<file path="config.mk">
export PLATFORM = sky130hd
export DESIGN_NAME = io_uart_tx
export DESIGN_NICKNAME = d
export VERILOG_FILES = /design/src/rtl/io_uart_pkg.sv /design/src/rtl/io_fifo.sv /design/src/rtl/io_uart_tx.sv
export SDC_FILE = /design/constraint.sdc
export NUM_CORES = 1
export LEC_CHECK = 0
export BUFFER_PORTS_ARGS = -buffer_cell sky130_fd_sc_hd__buf_2
export CORE_ASPECT_RATIO = 1.4
export CORE_MARGIN = 5
export CORE_UTILIZATION = 43
export DETAILED_ROUTE_END_ITERATION = 16
export GPL_TIMING_DRIVEN = 1
export PLACE_DENSITY = 0.72
export SYNTH_ARGS = -nofsm -noshare
export SYNTH_HDL_FRONTEND = slang
export SYNTH_SLANG_ARGS = --single-unit
</file>
<file path="constraint.sdc">
create_clock -name clk -period 2 [get_ports clk]
set_input_delay 0.1 -clock clk [delete_from_list [all_inputs] [get_ports clk]]
set_output_delay 0.1 -clock clk [all_outputs]
set_load 0.01 [all_outputs]
</file>
<file path="src/rtl/io_uart_pkg.sv">
// Shared types and constants for the memory-mapped UART transmitter.
package io_uart_pkg;
  typedef enum logic [1:0] {IDLE, START, DATA, STOP} tx_state_t;

  localparam int         FRAME_BITS     = 10;
  localparam logic [7:0] IO_TX_ADDR     = 8'hFF;
  localparam logic [7:0] IO_STATUS_ADDR = 8'hFE;

  localparam int STAT_BUSY = 0;
  localparam int STAT_FULL = 1;
  localparam int STAT_OVF  = 2;
endpackage

</file>
<file path="src/rtl/io_fifo.sv">
// Synchronous FIFO; pointers carry one extra wrap bit to tell full from empty.
module io_fifo #(
  parameter int WIDTH = 16,
  parameter int DEPTH = 4
) (
  input  logic             clk,
  input  logic             rst_n,
  input  logic             push,
  input  logic             pop,
  input  logic [WIDTH-1:0] din,
  output logic [WIDTH-1:0] dout,
  output logic             full,
  output logic             empty
);
  localparam int AW = $clog2(DEPTH);

  logic [AW:0]      wptr_q, rptr_q;
  logic [WIDTH-1:0] mem_q [DEPTH];
  logic             do_push, do_pop;

  assign empty   = (wptr_q == rptr_q);
  assign full    = (wptr_q[AW] != rptr_q[AW]) && (wptr_q[AW-1:0] == rptr_q[AW-1:0]);
  assign do_push = push && !full;
  assign do_pop  = pop && !empty;
  assign dout    = mem_q[rptr_q[AW-1:0]];

  always_ff @(posedge clk or negedge rst_n) begin
    if (!rst_n) begin
      wptr_q <= '0;
      rptr_q <= '0;
    end else begin
      if (do_push) wptr_q <= wptr_q + 1'b1;
      if (do_pop)  rptr_q <= rptr_q + 1'b1;
    end
  end

  always_ff @(posedge clk) begin
    if (do_push) mem_q[wptr_q[AW-1:0]] <= din;
  end
endmodule

</file>
<file path="src/rtl/io_uart_tx.sv">
// Store-to-0xFF UART transmitter: each queued word goes out as two 8N1 frames,
// low byte first, with consecutive frames and words abutting on the line.
module io_uart_tx
  import io_uart_pkg::*;
#(
  parameter int CLKS_PER_BIT = 16,
  parameter int FIFO_DEPTH   = 4
) (
  input  logic        clk,
  input  logic        rst_n,
  input  logic        wr_en,
  input  logic [15:0] wr_data,
  output logic        tx,
  output logic        busy,
  output logic        full,
  output logic [15:0] status
);
  localparam int CW = $clog2(CLKS_PER_BIT);

  tx_state_t   state_q;
  logic [CW-1:0] cnt_q, cnt_d;
  logic [2:0]  bit_idx_q;
  logic        byte_sel_q;
  logic [15:0] shift_q;
  logic        tx_q;
  logic        ovf_q;

  logic        empty, pop, bit_end, cur_bit;
  logic [15:0] head;
  logic [7:0]  cur_byte;

  io_fifo #(.WIDTH(16), .DEPTH(FIFO_DEPTH)) u_fifo (
    .clk   (clk),
    .rst_n (rst_n),
    .push  (wr_en),
    .pop   (pop),
    .din   (wr_data),
    .dout  (head),
    .full  (full),
    .empty (empty)
  );

  assign bit_end  = (cnt_q == CW'(CLKS_PER_BIT - 1));
  assign cnt_d    = bit_end ? '0 : cnt_q + CW'(1);
  assign cur_byte = byte_sel_q ? shift_q[15:8] : shift_q[7:0];
  assign cur_bit  = cur_byte[bit_idx_q];
  // Next word is pulled either from idle or right as the high byte's stop bit ends.
  assign pop      = !empty && ((state_q == IDLE) ||
                               (state_q == STOP && bit_end && byte_sel_q));

  assign tx   = tx_q;
  assign busy = (state_q != IDLE) || !empty;

  always_comb begin
    status            = '0;
    status[STAT_BUSY] = busy;
    status[STAT_FULL] = full;
    status[STAT_OVF]  = ovf_q;
  end

  always_ff @(posedge clk or negedge rst_n) begin
    if (!rst_n) begin
      state_q    <= IDLE;
      cnt_q      <= '0;
      bit_idx_q  <= '0;
      byte_sel_q <= 1'b0;
      shift_q    <= '0;
      tx_q       <= 1'b1;
      ovf_q      <= 1'b0;
    end else begin
      if (wr_en && full) ovf_q <= 1'b1;
      // Line level follows the state one cycle later.
      tx_q <= (state_q == START) ? 1'b0 : (state_q == DATA) ? cur_bit : 1'b1;
      case (state_q)
        IDLE: begin
          cnt_q <= '0;
          if (!empty) begin
            state_q    <= START;
            shift_q    <= head;
            byte_sel_q <= 1'b0;
          end
        end
        START: begin
          cnt_q <= cnt_d;
          if (bit_end) begin
            state_q   <= DATA;
            bit_idx_q <= '0;
          end
        end
        DATA: begin
          cnt_q <= cnt_d;
          if (bit_end) begin
            if (bit_idx_q == 3'd7) state_q <= STOP;
            else                   bit_idx_q <= bit_idx_q + 3'd1;
          end
        end
        STOP: begin
          cnt_q <= cnt_d;
          if (bit_end) begin
            if (!byte_sel_q) begin
              byte_sel_q <= 1'b1;
              state_q    <= START;
            end else if (!empty) begin
              shift_q    <= head;
              byte_sel_q <= 1'b0;
              state_q    <= START;
            end else begin
              state_q <= IDLE;
            end
          end
        end
        default: state_q <= IDLE;
      endcase
    end
  end
endmodule

</file>
Word-level counts from Yosys, hierarchy flattened
Memory sizes are Yosys's and may differ from the RTL's.
Index checks and enable logic that the tools add are counted.
- logic and storage cells: 80
- output and inout port bits: 19
- memories kept: 1
- bits in writable memories: 64
- register bits: 34
- memories (memory ; words ; bits a word ; read ports ; clocked after Yosys merged registers in ; wr ports ; line ; source):
    u_fifo.mem_q ; 4 ; 16 ; 1 ; 0 ; 1 ; io_fifo.sv:18 ; logic [WIDTH-1:0] mem_q [DEPTH];
- multiplexer cells: 30
- equal/unequal tests: 15
- $add $sub $neg: 4
- magnitude comparators: 1
- reductions and logical operators: 20
- operators with widths (cell ; count):
    16-bit two-way mux ; 3
    16-bit case mux with 2 select lines ; 1
    2-bit inequality test, second input constant ; 6
    1-bit two-way mux ; 11
    2-bit two-way mux ; 5
    3-bit by 1-bit adder with 3-bit output, second input constant ; 3
    3-bit two-way mux ; 3
    8-bit two-way mux ; 1
    2-bit case mux with 4 select lines ; 1
    4-bit case mux with 2 select lines ; 1
    1-bit logical AND ; 7
    3-bit case mux with 2 select lines ; 1
    3-bit AND reduction ; 2
    2-bit nonzero test ; 3
    5-bit AND reduction ; 1
    4-bit by 1-bit adder with 4-bit output, second input constant ; 1
    2-bit equality test, second input constant ; 2
    4-bit equality test, second input constant ; 1
    3-bit by 4-bit < comparator with 1-bit output, second input constant ; 1
    4-bit two-way mux ; 1
    4-bit AND reduction ; 1
    1-bit binary-select mux with 3-bit select ; 1
    3-bit equality test ; 1
    3-bit equality test, second input constant ; 1
    9 further kinds ; 11

Logic depth before layout (Yosys ltp)
Gate-level depths: netlist (run 1).
- word-level depth: 6
- depth in mapped cells: 9
- gate-level depth less buffers: 6

Hierarchy
Synthesis (run 1) repeated with hierarchy kept, for this count alone.
- cells, all modules: 264
- area, all modules: 4448.0 µm²
- modules (own cells, without submodules) (module ; cells each ; area an instance (µm²) ; times used):
    io_fifo ; 132 ; 2829.0 ; 1
    io_uart_tx ; 132 ; 1619.1 ; 1

Worst setup path before layout (run 1)
OpenSTA, ideal clock, no wires.
- path kind: flip-flop to flip-flop
- start: register u_fifo.rptr_q[0]
- end: memory u_fifo.mem_q[3][0], enable pin
- data required time: 1.625 ns
- setup slack: 0.055 ns
- arrival: 1.570 ns
- period minus slack after synthesis: 1.945 ns
- cell stages (with the launch flop): 5
- buffers on the path: 1
- path through: dfrtp_1 > buf_6 > xnor2_4 > a31oi_1 > and2_1
- word-level cells in the longest chain between the ends: 6
- ends and longest elaborated chain (what ; line ; source):
    from (decl) ; io_fifo.sv:17 ; logic [AW:0] wptr_q, rptr_q;
    from (signal assigned) ; io_fifo.sv:33 ; if (do_pop) rptr_q <= rptr_q + 1'b1;
    2-bit equality test ; io_fifo.sv:22 ; assign full = (wptr_q[AW] != rptr_q[AW]) && (wptr_q[AW-1:0] == rptr_q[AW-1:0]);
    1-bit logical AND ; io_fifo.sv:22 ;
    1-bit logical NOT ; io_fifo.sv:23 ; assign do_push = push && !full;
    1-bit logical AND ; io_fifo.sv:23 ;
    1-bit two-way mux ; io_fifo.sv:38 ; if (do_push) mem_q[wptr_q[AW-1:0]] <= din;
    1-bit two-way mux (not written as such) ; io_fifo.sv:38 ;
    to (decl) ; io_fifo.sv:18 ;
Every way passes these cells.

Final worst setup path (run 1)
- start: register cnt_q[0]
- end: register shift_q[5]
- word-level cells in the longest chain between the ends: 3
- ends and longest elaborated chain (what ; line ; source):
    from (decl) ; io_uart_tx.sv:21 ; logic [CW-1:0] cnt_q, cnt_d;
    from (signal assigned) ; io_uart_tx.sv:84 ; cnt_q <= cnt_d;
    from (signal assigned) ; io_uart_tx.sv:91 ; cnt_q <= cnt_d;
    from (signal assigned) ; io_uart_tx.sv:98 ; cnt_q <= cnt_d;
    4-bit equality test ; io_uart_tx.sv:43 ; assign bit_end = (cnt_q == CW'(CLKS_PER_BIT - 1));
    2-bit inequality test (no line) ; n/a ;
    3-bit AND reduction (no line) ; n/a ;
    to (signal assigned) ; io_uart_tx.sv:67 ; shift_q <= '0;
    to (signal assigned) ; io_uart_tx.sv:79 ; shift_q <= head;
    to (signal assigned) ; io_uart_tx.sv:104 ; shift_q <= head;
    to (decl) ; io_uart_tx.sv:24 ; logic [15:0] shift_q;
Every way passes these cells.
A chain may end at the register's enable or synchronous reset.

==> results of run 1 <==
[sequential cells by signal, indices dropped and copies added (netlist names)]
name / flops
u_fifo.mem_q: 64
shift_q: 16
cnt_q: 4
bit_idx_q: 3
u_fifo.rptr_q: 3
u_fifo.wptr_q: 3
state_q: 2
byte_sel_q: 1
ovf_q: 1
tx: 1
[stage by stage]
step	area (um^2)	instances	power (uW)	hold WS, ns
floorplan	4360	263	5170	-0.196
global placement	4610	408	5750	0.205
detailed placement	4610	408	5870	0.206
CTS	5070	442	7520	0.382
global route	5070	442	7860	0.449
finish	5070	442	7420	0.358
[critical path, stage by stage, from the launching register on]
cell     delay [ns]
dfrtp_1        0.39
ha_1           0.24
and3_4         0.22
and3_4         0.19
o21a_1         0.17
buf_12         0.17
mux2_2         0.35
[power groups by stage]
| stage | Sequential [uW] | Clock [uW] | Combinational (uW) |
|---|---|---|---|
| global placement | 3170 | 0 | 2570 |
| finish | 3180 | 1610 | 2630 |
| global route | 3250 | 1730 | 2880 |
| floorplan | 3100 | 0 | 2070 |
| CTS | 3190 | 1650 | 2680 |
| detailed placement | 3220 | 0 | 2640 |
[final cells by class]
cell class / instances / area (um^2) / share of cell area
Sequential cell: 98 / 2770 / 0.547
Clock buffer: 11 / 243 / 0.0479
Timing Repair Buffer: 54 / 465 / 0.0918
Inverter: 8 / 30.0 / 0.00592
Clock inverter: 5 / 36.3 / 0.00715
Multi-Input combinational cell: 131 / 1360 / 0.267
Tap cell: 135 / 169 / 0.0333
[cells by family after synthesis]
kind of cell	Yosys count
flops	98
mux	41
buf+inv	34
simple gates	31
compound gates	25
fa+ha+maj	12
xor+xnor	9
other cells	1
[synthesized netlist by cell type, types with 3 or more instances]
cell type | number | area, um^2
xnor2_1 | 4 | 35.0
nor2b_1 | 3 | 18.8
buf_6 | 3 | 33.8
a31oi_1 | 3 | 18.8
nand2_1 | 3 | 11.3
mux2i_1 | 5 | 50.1
a21oi_1 | 3 | 15.0
mux2_2 | 10 | 113
a22o_1 | 5 | 43.8
o21ai_0 | 4 | 20.0
inv_1 | 8 | 30.0
dfrtp_1 | 33 | 826
nor2_1 | 6 | 22.5
edfxtp_1 | 64 | 1920
and2_1 | 4 | 25.0
mux2_4 | 9 | 135
nor3_1 | 3 | 15.0
xor2_1 | 3 | 26.3
mux4_2 | 17 | 383
clkbuf_1 | 4 | 15.0
ha_1 | 12 | 150
buf_4 | 16 | 120
[per-layer routing]
metal  global-route usage  vias to the layer above  wire [um]
met5                    0                        -          0
met3               0.0281                       11        251
met2                0.228                       40       3800
met1                0.144                     1100       2810
li1                     -                     1027          -
met4               0.0705                        0        165
[final timing paths]
path	from	end	slack (ns)	cells past startpoint
min in group clk	ovf_q$_DFFE_PN0P_	ovf_q$_DFFE_PN0P_	0.45	1
min reg2reg	ovf_q$_DFFE_PN0P_	ovf_q$_DFFE_PN0P_	0.45	1
min	rst_n	u_fifo.wptr_q[1]$_DFFE_PN0P_	0.36	2
max reg2reg	cnt_q[0]$_DFF_PN0_	shift_q[5]$_DFFE_PN0P_	0.15	6
max	cnt_q[0]$_DFF_PN0_	shift_q[5]$_DFFE_PN0P_	0.15	6
max in group asynchronous	rst_n	shift_q[5]$_DFFE_PN0P_	1.15	2
==> key figures, run 1 <==
Final layout
  • Most common cell after layout, fill and taps aside: edfxtp_1
  • Synth-to-layout area growth: 17.6%
  • Filler cell count: around 790
  • Fraction of layout cells with a size suffix above 1: 0.303
  • Most frequent cells in the layout: edfxtp_1, dfrtp_1, buf_2
  • Final #Nets: 333
  • Antenna diodes: 0
  • Final core occ: 0.515

Floorplan
  • # rows: 43
  • Starting Density: 0.438
  • DIE AREA: roughly 12000 um^2
  • Chip Width: ~95 um
  • Placeable Area: between 9000 and 10000 um^2
  • Die Span Y: 128 um
  • # IOs: 38

Clock tree
  • Max Root-Sink Buffers: 2
  • Post-CTS Setup Repair Bufs: 0
  • Hold buffers post-CTS: 18
  • CTS tree: built
  • CTS Sinks: between 90 and 100
  • H-tree depth: 3
  • Clock network latency to the later pin of the worst-skew pair: between 0.3 and 0.4 ns
  • CTS Buf Count: 9
  • Worst-path clk slew: approximately 0.06 ns
  • CTS root buf: clkbuf_16
  • Post-CTS sizing: 0

Yosys
  • Post-synthesis mux area share: 0.158
  • Synth Area in XOR/XNOR: 0.0270
  • Synth Warn #: 0
  • Simple-Gate Fraction of Synth Area: 0.0424
  • Synthesized area: 4310 um^2
  • Post-synthesis async set-or-reset flop share: 0.347
  • FF+latch count, synth: 98
  • Number of flops mapped to enable cells by yosys: 64
  • Avg Cell Area, Syn: around 17 um^2
  • Cells after synthesis: around 250
  • Post-synth cell types: between 40 and 50
  • Largest family of logic cells by synthesized area: multiplexers
  • Most used DFF post-synth: edfxtp_1
  • Register area share after synthesis: 0.643
  • Post-Synth Adder-Cell Area: 0.0348
  • Compound-gate portion of the synthesized area: 0.0409

Global routing
  • First-pass GRT wire length: roughly 12000 um
  • Vias in the first global route: around 2400
  • Initial antenna violation count: 0
  • Overall Global Routing Usage: 0.129
  • Grt total ovfl: 0
  • Pin count of the biggest net entering global routing: 35

Placement
  • Dpl hpwl: approximately 4800 um
  • # port buffers: 24
  • Routability cong.: 0.761
  • DP Worst Slack: about 0.15 ns

Pwr
  • Power density cells: between 1000 and 1500 nW/um^2
  • Comb pwr share: 0.354
  • Internal: approximately 5200 uW
  • Sw frac: 0.305
  • VDD IR max: around 0.84 mV
  • Sw Pwr: 2260 uW
  • Clock power frac: 0.217
  • Reg power frac: 0.428
  • P_leak: 0.00194 uW

Detailed routing
  • Wirelength per Cell: roughly 16 um
  • Initial DRC count: approximately 100
  • DRT Pass-1 Iters: 4
  • Post-route ant nets: 0
  • WL final: 7030 um
  • DRC: 0
  • Vias: around 2200
  • Via density: just under 5

Timing
  • Peak Freq: between 500 and 600 MHz
  • Final setup fails: 0
  • Fin crit share: 0.927
  • Final Slew Violations: 0
  • RSZ-0062 raised after global routing: false
  • Hold violation count in the final report: 0
  • Worst rel slew slack: 0.492
  • Setup TNS: 0 ns
  • Crit path time final: ~1.9 ns
  • Least-Margin Pin Slew: between 0.7 and 0.8 ns
  • Final Skew: 0.00680 ns
  • Setup WS post-layout: ~0.15 ns

Run status
  • Status: complete, no violations

Setup path
  • Crit path capture type: flop
  • Startpoint types: flop
  • Crit-path max FO: 17
  • WP data required: ~2.2 ns
  • Path type of the worst setup path: reg -> reg
  • Critical Path AT: about 2.1 ns

Flow run
  • Max-cap violations: 0

Worst hold path
  • Min-Delay Path Class: in -> async
Power figures use the tool's default switching activity.
==> run 2: changes to the inputs <==
CORE_UTILIZATION = 40   (was 43)
CTS_CLUSTER_SIZE = 14   (was unset)
PLACE_DENSITY = 0.68   (was 0.72)
==> key figures, run 2 (synthesis gave the netlist of run 1 again) <==
Run status
  • Status: complete, no violations (unchanged)

Pwr
  • Power density cells: 1460 nW/um^2 (about the same)
  • Comb pwr share: 0.348 (was 0.354)
  • Internal: 5250 uW (was 5150 uW)
  • P_leak: 0.00194 uW (about the same)
  • Sw frac: 0.294 (was 0.305)
  • VDD IR max: 0.794 mV (was 0.836 mV)
  • Clock power frac: 0.226 (was 0.217)
  • Sw Pwr: 2190 uW (was 2260 uW)
  • Reg power frac: 0.426 (was 0.428)

Setup path
  • Crit path capture type: flop (unchanged)
  • Crit-path max FO: 17 (unchanged)
  • R2R Setup Slk: 0.14 ns (was 0.15 ns)
  • Path type of the worst setup path: reg -> reg (unchanged)
  • Critical Path AT: 1.90 ns (was 2.08 ns)
  • Worst r2r path cells: 4 (was 6)
  • R2R Path Start: u_fifo.wptr_q[1]$_DFFE_PN0P_ (was cnt_q[0]$_DFF_PN0_)
  • Startpoint types: flop (unchanged)
  • R2r endpoint: u_fifo.mem_q[3][5]$_DFFE_PP_ (was shift_q[5]$_DFFE_PN0P_)
  • WP data required: 2.04 ns (was 2.22 ns)

Floorplan
  • # IOs: 38 (unchanged)
  • Chip Width: 97.8 um (was 94.6 um)
  • # rows: 45 (was 43)
  • Placeable Area: 10700 um^2 (was 9850 um^2)
  • Die Span Y: 133 um (was 128 um)
  • DIE AREA: 13000 um^2 (was 12200 um^2)
  • Starting Density: 0.403 (was 0.438)

Timing
  • Final Slew Violations: 0 (unchanged)
  • Final setup fails: 0 (unchanged)
  • RSZ-0062 raised after global routing: false (unchanged)
  • Hold violation count in the final report: 0 (unchanged)
  • Fin crit share: 0.931 (was 0.927)
  • Setup TNS: 0 ns (unchanged)
  • Least-Margin Pin Slew: 0.764 ns (was 0.763 ns)
  • Final Skew: 0.00835 ns (was 0.00680 ns)
  • Peak Freq: 537 MHz (was 539 MHz)
  • Worst rel slew slack: 0.491 (was 0.492)
  • Crit path time final: 1.86 ns (was 1.85 ns)

Clock tree
  • CTS Sinks: 98 (unchanged)
  • CTS tree: built (unchanged)
  • H-tree depth: 3 (unchanged)
  • CTS root buf: clkbuf_16 (unchanged)
  • Max Root-Sink Buffers: 2 (unchanged)
  • Clock network latency to the later pin of the worst-skew pair: 0.33 ns (was 0.34 ns)
  • CTS Buf Count: 9 (unchanged)
  • Worst-path clk slew: 0.07 ns (was 0.06 ns)
  • Post-CTS Setup Repair Bufs: 0 (unchanged)

Global routing
  • Overall Global Routing Usage: 0.114 (was 0.129)
  • Vias in the first global route: 2316 (was 2420)
  • First-pass GRT wire length: 11600 um (was 11800 um)
  • Pin count of the biggest net entering global routing: 35 (unchanged)
  • Initial antenna violation count: 0 (unchanged)
  • Grt total ovfl: 0 (unchanged)

Final layout
  • Final #Nets: 331 (was 333)
  • Max reg flops: 64 (unchanged)
  • Most common cell after layout, fill and taps aside: edfxtp_1 (unchanged)
  • Final cell count without fillers: 446 (was 442)
  • Synth-to-layout area growth: 17.9% (was 17.6%)
  • Final core occ: 0.475 (was 0.515)
  • Fraction of layout cells with a size suffix above 1: 0.302 (was 0.303)
  • Filler cell count: 936 (was 794)
  • Most frequent cells in the layout: edfxtp_1, dfrtp_1, buf_2 (unchanged)
  • Antenna diodes: 0 (unchanged)

Placement
  • Inst Count DP: 413 (was 408)
  • Routability cong.: 0.738 (was 0.761)
  • # port buffers: 24 (unchanged)
  • Dpl hpwl: 4640 um (was 4770 um)

Worst hold path
  • Hold Startpoint: wr_data[1]
  • Endpoint, Worst Hold: u_fifo.mem_q[2][1]$_DFFE_PP_
  • WHS Path Cells: 1
  • Min-Delay Path Class: in -> reg (was in -> async)

Detailed routing
  • Via density: 4.87 (was 4.93)
  • DRT Pass-1 Iters: 4 (unchanged)
  • WL final: 6770 um (was 7030 um)
  • Wirelength per Cell: 15.2 um (was 15.9 um)
  • DRC: 0 (unchanged)
  • Post-route ant nets: 0 (unchanged)
  • Vias: 2174 (was 2178)
  • Initial DRC count: 93 (was 104)

Flow run
  • Max-cap violations: 0 (unchanged)
-- run 2: stage by stage --
step           total power [uW]  hold slack [ns]  cell area [um^2]  setup slack, ns
6_report                   7430           0.0123              5080            0.138
3_3_place_gp               5750            0.209              4610            0.197
3_5_place_dp               5810            0.225              4610            0.141
5_1_grt                    7870           0.0152              5080           0.0372
4_1_cts                    7540           0.0146              5080            0.113
2_1_floorplan              5170           -0.196              4360           0.0548
-- run 2: power groups by stage --
stage / registers [uW] / clock network [uW] / logic, uW
final: 3170 / 1680 / 2590
after global routing: 3230 / 1800 / 2840
after floorplan: 3100 / 0 / 2070
after detailed placement: 3210 / 0 / 2610
after CTS: 3170 / 1720 / 2650
after global placement: 3170 / 0 / 2580
-- run 2: timing repair --
item,4_1_cts,5_1_grt
hold buffers,17,0
resized for setup,0,0
endpoints found under the hold margin,94,0
-- run 2: cell type report --
cell class | instances | area, um^2 | area share
multi-input cells | 131 | 1360 | 0.267
repair buffers | 52 | 448 | 0.0881
clock buffers | 13 | 282 | 0.0554
inverters | 8 | 30.0 | 0.00591
well taps | 141 | 176 | 0.0347
flip-flops and latches | 98 | 2770 | 0.546
clock inverters | 3 | 18.8 | 0.00369
-- run 2: per-layer routing --
metal / part of all wire / global-route usage / vias to the layer above
li1: - / - / 1022
met5: 0 / 0 / -
met4: 0.017 / 0.0577 / 0
met3: 0.029 / 0.0227 / 7
met2: 0.54 / 0.201 / 40
met1: 0.41 / 0.132 / 1105
-- run 2: worst max-delay path by stage --
stage                                      start                             to  slack (ns)  cells after the start
floorplan           u_fifo.rptr_q[0]$_DFFE_PN0P_   u_fifo.mem_q[3][0]$_DFFE_PP_        0.05                      4
global placement    u_fifo.rptr_q[0]$_DFFE_PN0P_  u_fifo.mem_q[1][11]$_DFFE_PP_        0.20                      4
detailed placement  u_fifo.wptr_q[1]$_DFFE_PN0P_  u_fifo.mem_q[3][12]$_DFFE_PP_        0.14                      4
CTS                 u_fifo.wptr_q[1]$_DFFE_PN0P_   u_fifo.mem_q[3][5]$_DFFE_PP_        0.11                      4
global route        u_fifo.wptr_q[1]$_DFFE_PN0P_   u_fifo.mem_q[3][5]$_DFFE_PP_        0.04                      4
finish              u_fifo.wptr_q[1]$_DFFE_PN0P_   u_fifo.mem_q[3][5]$_DFFE_PP_        0.14                      4
-- run 2: critical path, cell delays in order, from the launching register on --
cell	delay [ns]
dfrtp_1	0.47
xnor2_4	0.17
a31oi_1	0.48
and2_1	0.26
buf_12	0.17
